File: config.mk
export PLATFORM = sky130hd
export DESIGN_NAME = ex_mdu_seq
export DESIGN_NICKNAME = d
export VERILOG_FILES = /design/src/rtl/ex_mdu_seq_pkg.sv /design/src/rtl/mdu_div_step.sv /design/src/rtl/ex_mdu_seq.sv
export SDC_FILE = /design/constraint.sdc
export NUM_CORES = 1
export LEC_CHECK = 0
export CORE_MARGIN = 4
export CORE_UTILIZATION = 64
export DETAILED_ROUTE_END_ITERATION = 7
export GPL_ROUTABILITY_DRIVEN = 0
export PLACE_DENSITY = 0.86
export SLEW_MARGIN = 30
export SYNTH_ARGS = -nofsm -noshare
export SYNTH_HDL_FRONTEND = slang
export SYNTH_HIERARCHICAL = 1
export SYNTH_SLANG_ARGS = --single-unit
File: constraint.sdc
create_clock -name clk -period 11.4 [get_ports clk]
set_input_delay 2.28 -clock clk [delete_from_list [all_inputs] [get_ports clk]]
set_output_delay 2.28 -clock clk [all_outputs]
set_load 0.01 [all_outputs]
File: src/rtl/ex_mdu_seq_pkg.sv
// ex_mdu_seq_pkg: shared types, widths and op decoding for the RV32M multiply/divide sequencer.
package ex_mdu_seq_pkg;
  localparam int XLEN_DEF = 32;
  localparam int CNT_W_DEF = 6;
  typedef enum logic [1:0] {IDLE, CALC, DONE} state_t;
  typedef enum logic [2:0] {MUL, MULH, MULHSU, MULHU, DIV, DIVU, REM, REMU} op_t;
  // {rs1 signed, rs2 signed}; MUL low half is sign-agnostic so it runs unsigned
  function automatic logic [1:0] op_signs(op_t op);
    return {op == MULH || op == MULHSU || op == DIV || op == REM, op == MULH || op == DIV || op == REM};
  endfunction
endpackage

File: src/rtl/mdu_div_step.sv
// mdu_div_step: one combinational restoring-division iteration on unsigned magnitudes.
module mdu_div_step #(
  parameter int W = 32
) (
  input  logic [W-1:0] rem,
  input  logic [W-1:0] quo,
  input  logic [W-1:0] dvs,
  output logic [W-1:0] rem_nx,
  output logic [W-1:0] quo_nx
);
  logic [W:0] sh, diff;
  always_comb begin
    sh = {rem, quo[W-1]};
    diff = sh - {1'b0, dvs};
    rem_nx = diff[W] ? sh[W-1:0] : diff[W-1:0];
    quo_nx = {quo[W-2:0], !diff[W]};
  end
endmodule

File: src/rtl/ex_mdu_seq.sv
// ex_mdu_seq: RV32M multiply/divide sequencer beside EX, iterating one shift/add-sub step per cycle.
// Define MDU_FAST_MUL_EN to compute MUL* in a single cycle with a hardware multiplier.
module ex_mdu_seq
  import ex_mdu_seq_pkg::*;
#(
  parameter int XLEN = XLEN_DEF,
  parameter int CNT_W = CNT_W_DEF
) (
  input  logic            clk,
  input  logic            rst,
  input  logic            rdy,
  input  logic            start,
  input  logic [2:0]      op,
  input  logic [XLEN-1:0] data1,
  input  logic [XLEN-1:0] data2,
  input  logic [4:0]      waddr_in,
  input  logic            flush,
  output logic            stall_req,
  output logic            done,
  output logic            we,
  output logic [4:0]      waddr,
  output logic [XLEN-1:0] wdata
);
  localparam logic [XLEN-1:0] MIN = {1'b1, {(XLEN-1){1'b0}}};
  state_t state, state_nx;
  logic [CNT_W-1:0] cnt;
  logic [2*XLEN-1:0] acc, acc_step, mag;
  logic [XLEN-1:0] dvs, ma, mb, rem_nx, quo_nx, spec_val, fast_res, res;
  logic [XLEN:0] mul_sum;
  logic [2:0] op_r;
  logic [4:0] rd_r;
  logic neg_r, neg, sa, sb, div0, ovf, fast, last;
`ifdef MDU_FAST_MUL_EN
  logic signed [2*XLEN+1:0] prod;
`endif
  mdu_div_step #(.W(XLEN)) u_step (
    .rem(acc[2*XLEN-1:XLEN]),
    .quo(acc[XLEN-1:0]),
    .dvs(dvs),
    .rem_nx(rem_nx),
    .quo_nx(quo_nx)
  );
  always_comb begin
    {sa, sb} = op_signs(op_t'(op)) & {data1[XLEN-1], data2[XLEN-1]};
    ma = sa ? -data1 : data1;
    mb = sb ? -data2 : data2;
    neg = (op[2] && op[1]) ? sa : sa ^ sb;
    div0 = op[2] && data2 == '0;
    ovf = op[2] && !op[0] && data1 == MIN && data2 == '1;
    spec_val = div0 ? (op[1] ? data1 : '1) : (op[1] ? '0 : MIN);
`ifdef MDU_FAST_MUL_EN
    fast = !op[2];
    prod = $signed({sa, data1}) * $signed({sb, data2});
    fast_res = op == MUL ? prod[XLEN-1:0] : prod[2*XLEN-1:XLEN];
`else
    fast = 1'b0;
    fast_res = '0;
`endif
    // acc holds {hi, multiplier} for MUL*, {remainder, dividend/quotient} for DIV*/REM*
    mul_sum = {1'b0, acc[2*XLEN-1:XLEN]} + (acc[0] ? {1'b0, dvs} : '0);
    acc_step = op_r[2] ? {rem_nx, quo_nx} : {mul_sum, acc[XLEN-1:1]};
    mag = op_r[2] ? {{XLEN{1'b0}}, op_r[1] ? acc_step[2*XLEN-1:XLEN] : acc_step[XLEN-1:0]} : acc_step;
    mag = neg_r ? -mag : mag;
    res = state == IDLE ? (fast ? fast_res : spec_val)
        : (op_r[2] || op_r == MUL) ? mag[XLEN-1:0] : mag[2*XLEN-1:XLEN];
    last = cnt == CNT_W'(XLEN-1);
    state_nx = state == IDLE ? (start ? ((div0 || ovf || fast) ? DONE : CALC) : IDLE)
             : state == CALC ? (last ? DONE : CALC) : IDLE;
    if (flush) state_nx = IDLE;
  end
  always_ff @(posedge clk or negedge rst) begin
    if (!rst) begin
      state <= IDLE;
      cnt <= '0;
      acc <= '0;
      dvs <= '0;
      op_r <= '0;
      rd_r <= '0;
      neg_r <= 1'b0;
      waddr <= '0;
      wdata <= '0;
    end else if (rdy) begin
      state <= state_nx;
      if (state == IDLE && start) begin
        op_r <= op;
        rd_r <= waddr_in;
        neg_r <= neg;
        acc <= {{XLEN{1'b0}}, ma};
        dvs <= mb;
        cnt <= '0;
      end else if (state == CALC) begin
        acc <= acc_step;
        cnt <= cnt + CNT_W'(1);
      end
      // result is finalised on the edge entering DONE so it is registered while done is high
      if (state_nx == DONE && state != DONE) begin
        waddr <= state == IDLE ? waddr_in : rd_r;
        wdata <= res;
      end
    end
  end
  assign stall_req = state == CALC || (state == IDLE && start);
  assign done = state == DONE;
  assign we = done;
endmodule

==> After elaboration in Yosys (flattened, before gate mapping) <==
Index checks and enable logic that the tools add are counted.
Widths: inputs -> output; s select.
{ "op_classes": {"bitwise": 2, "muxes": 25, "addsub": 6, "reduce_logical": 24, "n_eq_ne": 11} }
{ "op_table": {"columns": ["cell", "n"], "rows": [
  ["$mux 32", 10],
  ["$mux 64", 5],
  ["$eq 32x32->1 const B", 2],
  ["$neg 32->32", 2],
  ["$neg 64->64", 1],
  ["$add 32x32->33", 1],
  ["$sub 33x32->33", 1],
  ["$logic_not 32->1", 1],
  ["$mux 2", 6],
  ["$mux 6", 2],
  ["$logic_or 1x1->1", 8],
  ["$logic_and 1x1->1", 7],
  ["$add 6x1->6 const B", 1],
  ["$eq 3x3->1 const B", 2],
  ["$eq 6x5->1 const B", 1],
  ["$reduce_and 2->1", 3],
  ["$mux 5", 1],
  ["$eq 2x2->1 const B", 2],
  ["$eq 3x1->1 const B", 1],
  ["$eq 3x2->1 const B", 1],
  ["$logic_not 3->1", 1],
  ["$and 2x2->2", 1],
  ["$eq 2x1->1 const B", 1],
  ["$logic_not 1->1", 2],
  ["other kinds (5)", 5]
]} }
{ "word_totals": {"ff_bits": 150, "output_inout_bits": 40, "elab_cells": 77, "in_bits": 77} }

==> Depth between registers and ports, before layout <==
{ "logic_depth": {"ltp_word": 12, "ltp_mapped": 27, "depth_no_buf": 24} }

==> By module <==
Netlist, hierarchy kept.
{ "modules_own_cells": {"columns": ["mod", "area_per_inst_um2", "n_inst", "cells_per_inst", "seq_area_each_um2"], "rows": [
  ["ex_mdu_seq", 13480.4, 1, 1759, 3753.6],
  ["mdu_div_step", 2591.2, 1, 336, 0.0]
]} }

==> Worst setup path before layout <==
No wires, ideal clock.
{ "synth_path": {"path_type": "register to register", "from": "register acc[31]", "to": "register wdata[24]", "slack_ns": 5.522, "required_time_ns": 11.319, "n_path_buf": 2, "setup_ns": 0.081, "synth_period_minus_slack_ns": 5.878, "arrival_ns": 5.797, "path_stages_with_launch": 26, "path_cell_list": "dfrtp_1 inv_1 ha_1 fa_1 and2b_1 o2111ai_2 a21oi_2 o2111ai_1 a211oi_2 nor2_4 mux2i_4 and2_4 buf_12 inv_8 buf_12 mux2_4 mux2_2 mux2i_2 nand4_1 or2_1 or4_1 nor4_4 o21ai_2 o311a_1 or3_1 o211ai_2"} }
{ "synth_via": {"elab_chain_len": 9, "elab_cells_between_ends": 10, "classes_between": "2 x add/sub; 7 x mux; 1 x reduce/logical"} }
{ "synth_rtl": {"columns": ["item", "line_no", "rtl"], "rows": [
  ["from (decl)", "ex_mdu_seq.sv:27", "logic [2*XLEN-1:0] acc, acc_step, mag;"],
  ["from (signal assigned)", "ex_mdu_seq.sv:88", "acc <= {{XLEN{1'b0}}, ma};"],
  ["from (signal assigned)", "ex_mdu_seq.sv:92", "acc <= acc_step;"],
  ["$sub 33x32->33 (*)", "mdu_div_step.sv:14", "diff = sh - {1'b0, dvs};"],
  ["$mux 32 (*)", "mdu_div_step.sv:15", "rem_nx = diff[W] ? sh[W-1:0] : diff[W-1:0];"],
  ["named net rem_nx[18]", "ex_mdu_seq.sv:28", "logic [XLEN-1:0] dvs, ma, mb, rem_nx, quo_nx, spec_val, fast_res, res;"],
  ["$mux 64 (*)", "ex_mdu_seq.sv:61", "acc_step = op_r[2] ? {rem_nx, quo_nx} : {mul_sum, acc[XLEN-1:1]};"],
  ["$mux 32", "ex_mdu_seq.sv:62", "mag = op_r[2] ? {{XLEN{1'b0}}, op_r[1] ? acc_step[2*XLEN-1:XLEN] : acc_step[XLEN-1:0]} : acc_step;"],
  ["$mux 64 (*)", "ex_mdu_seq.sv:62", null],
  ["$neg 64->64 (*)", "ex_mdu_seq.sv:63", "mag = neg_r ? -mag : mag;"],
  ["$mux 64 (*)", "ex_mdu_seq.sv:63", null],
  ["$mux 32 (*)", "ex_mdu_seq.sv:65", ": (op_r[2] || op_r == MUL) ? mag[XLEN-1:0] : mag[2*XLEN-1:XLEN];"],
  ["$mux 32 (*)", "ex_mdu_seq.sv:64", "res = state == IDLE ? (fast ? fast_res : spec_val)"],
  ["to (signal assigned)", "ex_mdu_seq.sv:98", "wdata <= res;"],
  ["to (decl)", "ex_mdu_seq.sv:22", "output logic [XLEN-1:0] wdata"]
]} }
Mark *: on every way through the listed nets, which the timed path passes. The rest lies on a longest branch.
A chain may end at the register's enable or synchronous reset.

==> Worst setup path after layout <==
{ "layout_path": {"from": "register acc[31]", "to": "register wdata[24]"} }
{ "layout_via": {"elab_chain_len": 9, "elab_cells_between_ends": 10, "classes_between": "2 x add/sub; 7 x mux; 1 x reduce/logical"} }
{ "layout_rtl": {"columns": ["item", "line_no", "rtl"], "rows": [
  ["$sub 33x32->33 (*)", "mdu_div_step.sv:14", null],
  ["$logic_not 1->1 (*)", "mdu_div_step.sv:16", "quo_nx = {quo[W-2:0], !diff[W]};"],
  ["named net quo_nx[0]", "ex_mdu_seq.sv:28", null],
  ["$mux 64 (*)", "ex_mdu_seq.sv:61", null],
  ["$mux 32", "ex_mdu_seq.sv:62", null],
  ["$mux 64 (*)", "ex_mdu_seq.sv:62", null],
  ["$neg 64->64 (*)", "ex_mdu_seq.sv:63", null],
  ["$mux 64 (*)", "ex_mdu_seq.sv:63", null],
  ["$mux 32 (*)", "ex_mdu_seq.sv:65", null],
  ["$mux 32 (*)", "ex_mdu_seq.sv:64", null]
]} }
Marked as above.

==> reports/results.txt <==
Reg2reg end: wdata[24]$_DFFE_PN0P_
Main area contributors after synthesis: dfrtp_1 23%, nand2_1 5.7%, o21ai_0 5.5%, ha_1 5.4%, a21oi_1 5.4%
Sequential cell area: 3760 um^2
Outcome: finished, violations left
Slew at the pin closest to its max-slew limit: 1100 ps
Post-Synthesis Mean Instance Area: 7.67 um^2
Hold buffers post-CTS: 0
Crit-path max FO: 25
Number of cell rows: 57
Total global-route track usage: 39.1%
Violated checks: DRC
Async S/R FF share, synth: 100%
Area growth, synth to finish: 9.38%
Antenna diodes: 0
Number of endpoints failing setup at the final stage: 0
H-tree levels: 4
Initial Util: 65.5%
Leakage dissipation: 7.45 nW
Total clock sinks: 150
Total Power Consumption: 0.00424 W
Total Nets Final: 2238
Post-DRT Antenna Nets: 0
Pin count of the biggest net entering global routing: 80
Area of combinational cells with multiple inputs: 11200 um^2
Hold wc startpoint: rd_r[2]$_DFFE_PN0P_
Peak supply drop: 0.135 mV
FMAX: 0.144 GHz
CTS resizes: 0
Clock-pin slew on the worst setup and hold paths: 80 ps
Crit. End Element: flop
Core Region: 24500 um^2
Startpoint Class: flop
Number of max-slew violations in the final report: 0
Cell types with the highest counts after synthesis: 242 x nand2_1, 177 x o21ai_0, 174 x nor2_1, 172 x a21oi_1, 150 x dfrtp_1
Clock period minus worst slack: 6940 ps
Die width: 166 um
Worst slew margin relative to its limit: 26.3%
Filler Cells Inserted: 1893
Port Buffers: 116
Arrival time worst endpoint: 7320 ps
Most used flip-flop cell after synthesis: dfrtp_1
Number of synthesized flops with an enable pin: 0
Post-Syn Nets: 2243
Power density over cell area: 241 nW/um^2
Grt total ovfl: 0
Root buffer cell: clkbuf_16
RSZ-0062 raised after global routing: false
Area fraction of the dominant cell type after synthesis: 23.4%
Synth warn: 6
Number of distinct standard cells referenced by the synthesized netlist: 112
Worst reg2reg path depth: 23
Vertical die dimension: 166 um
Residual DRC: 33
First-pass GRT wire length: 88400 um
Final-layout setup total negative slack: 0 ps
Largest buffer count on any clock path: 2
Post-CTS Setup Inserts: 0
Tcrit/Tclk final: 60.9%
Min-Delay Path Depth: 2
Number of global-route vias before repair: 16400
Portion of the post-synthesis area used by sequential elements: 23.4%
Half-perimeter wire length after detailed placement: 40900 um
Clk Latency, worst-skew pair: 470 ps
Vias/cell: 7.13
Initial antenna violation count: 0
Final wirelength: 56500 um
Count of endpoints failing hold in the final timing report: 0
Share of post-route cells with drive strength above 1: 6.80%
WL/cell: 23.3 um
Most area-hungry cell type in the Yosys netlist: dfrtp_1
Top Ports: 117
Netlist area before placement: 16100 um^2
First-pass DRT Iterations: 8
Critical path required time: 11780 ps
Most repeated cell in the gate-level netlist after synthesis: nand2_1
Clock Skew: 16.4 ps
Synthesized instance count: 2095
Total clock buffers created by CTS: 17
Clock tree from TritonCTS: yes
Detailed Route Iter0 Violations: 2978
Max-cap violations: 0
Die Footprint: 27700 um^2
Worst Hold Class: flop to flop
Via total after detailed routing: 17300
Terminating pin of the worst hold path: rd_r[2]$_DFFE_PN0P_
Post-synthesis register bit count: 150
R2R Path Start: acc[31]$_DFFE_PN0P_
Class of the most critical setup path: flop to flop
Worst-case register-to-register setup slack: 4460 ps
## layout make-up
type                    count  area share, %
inverters                  75           1.64
flip-flops and latches    150           21.4
well taps                 324           2.31
multi-input cells        1713           63.9
clock inverters            15           1.02
repair buffers            133           7.33
clock buffers              17           2.42
## registers in the layout, indices dropped and copies added, names as in the netlist
register  count
acc          64
wdata        32
rd_r          5
neg_r         1
waddr         5
cnt           6
state         2
op_r          3
dvs          32
## critical path, stage by stage, from the launching register on
cell and delay, ps:
dfrtp_1 420, inv_1 70, ha_1 200, fa_1 400, and2b_1 250, o2111ai_2 140, a21oi_2 230, o2111ai_1 290
a211oi_2 370, nor2_4 100, mux2i_4 390, and2_4 340, inv_8 140, mux2_4 340, mux2_2 280, mux2i_2 260
nand4_1 250, or2_1 320, or4_1 550, nor4_4 460, o21ai_2 210, o311a_1 370, or3_1 390, o211ai_2 80
## how the worst max path moves through the flow
stage                         from                    end  cells past startpoint
6_report       acc[31]$_DFFE_PN0P_  wdata[24]$_DFFE_PN0P_                     23
5_1_grt        acc[31]$_DFFE_PN0P_  wdata[24]$_DFFE_PN0P_                     23
4_1_cts        acc[31]$_DFFE_PN0P_  wdata[24]$_DFFE_PN0P_                     23
3_5_place_dp   acc[31]$_DFFE_PN0P_  wdata[24]$_DFFE_PN0P_                     23
3_3_place_gp             data2[11]  wdata[22]$_DFFE_PN0P_                     12
2_1_floorplan  acc[31]$_DFFE_PN0P_  wdata[24]$_DFFE_PN0P_                     25
## power by group
| part | switching [W] | internal, W |
|---|---|---|
| Sequential | 0.000182 | 0.000645 |
| Combinational | 0.00173 | 0.00107 |
| Clock | 0.000293 | 0.000315 |
| Total | 0.00220 | 0.00203 |
## metrics by stage
step	instance area (um^2)	cells	utilization, %	setup slack, ps	hold WS (ps)
2_1_floorplan	16100	2095	-	5520	446
3_3_place_gp	17000	2395	69.2	4950	455
3_5_place_dp	17000	2395	69.2	4740	463
4_1_cts	17600	2427	71.7	4690	483
5_1_grt	17600	2427	71.7	4220	500
6_report	17600	2427	71.7	4460	481
## per-layer routing
layer  global-route usage (%)  routed length (um)  part of all wire, %  vias up
li1                         -                   -                    -     7586
met1                     49.1               20700                   37     7983
met2                     59.9               24000                   43     1332
met3                     9.91                6870                   12      404
met4                     25.4                4900                  8.7        0
met5                        0                   0                    0        -
## cell usage in the layout (no fill, tap or decap), types with 14 or more instances in the layout
master and instances:
and3_1 15, a22o_1 17, nor3_1 39, clkbuf_16 17, o221ai_1 20, a21oi_1 172, nor4_1 14, mux2_4 21
ha_1 69, o21ai_1 17, a31oi_1 34, a21o_1 43, and2_1 44, nand4_1 30, inv_1 73, nand3_1 42
o22ai_1 24, nand2_1 241, o211ai_1 18, clkdlybuf4s50_1 114, buf_4 16, o21a_1 15, mux2_2 14, xor2_1 65
nor2_1 171, o21ai_0 176, dfrtp_1 148, mux2i_1 59, xnor2_1 85, nor2b_1 15, o31ai_1 31
## cell families after synthesis
| group | share of synthesized area [%] |
|---|---|
| XOR/XNOR | 8.17 |
| AO/OA/AOI/OAI | 26.9 |
| buffers and inverters | 7.00 |
| multiplexers | 7.36 |
| flip-flops | 23.4 |
| AND/OR/NAND/NOR | 21.6 |
| adder cells (fa/ha/maj) | 5.62 |
(Power assumes the default switching activity.)
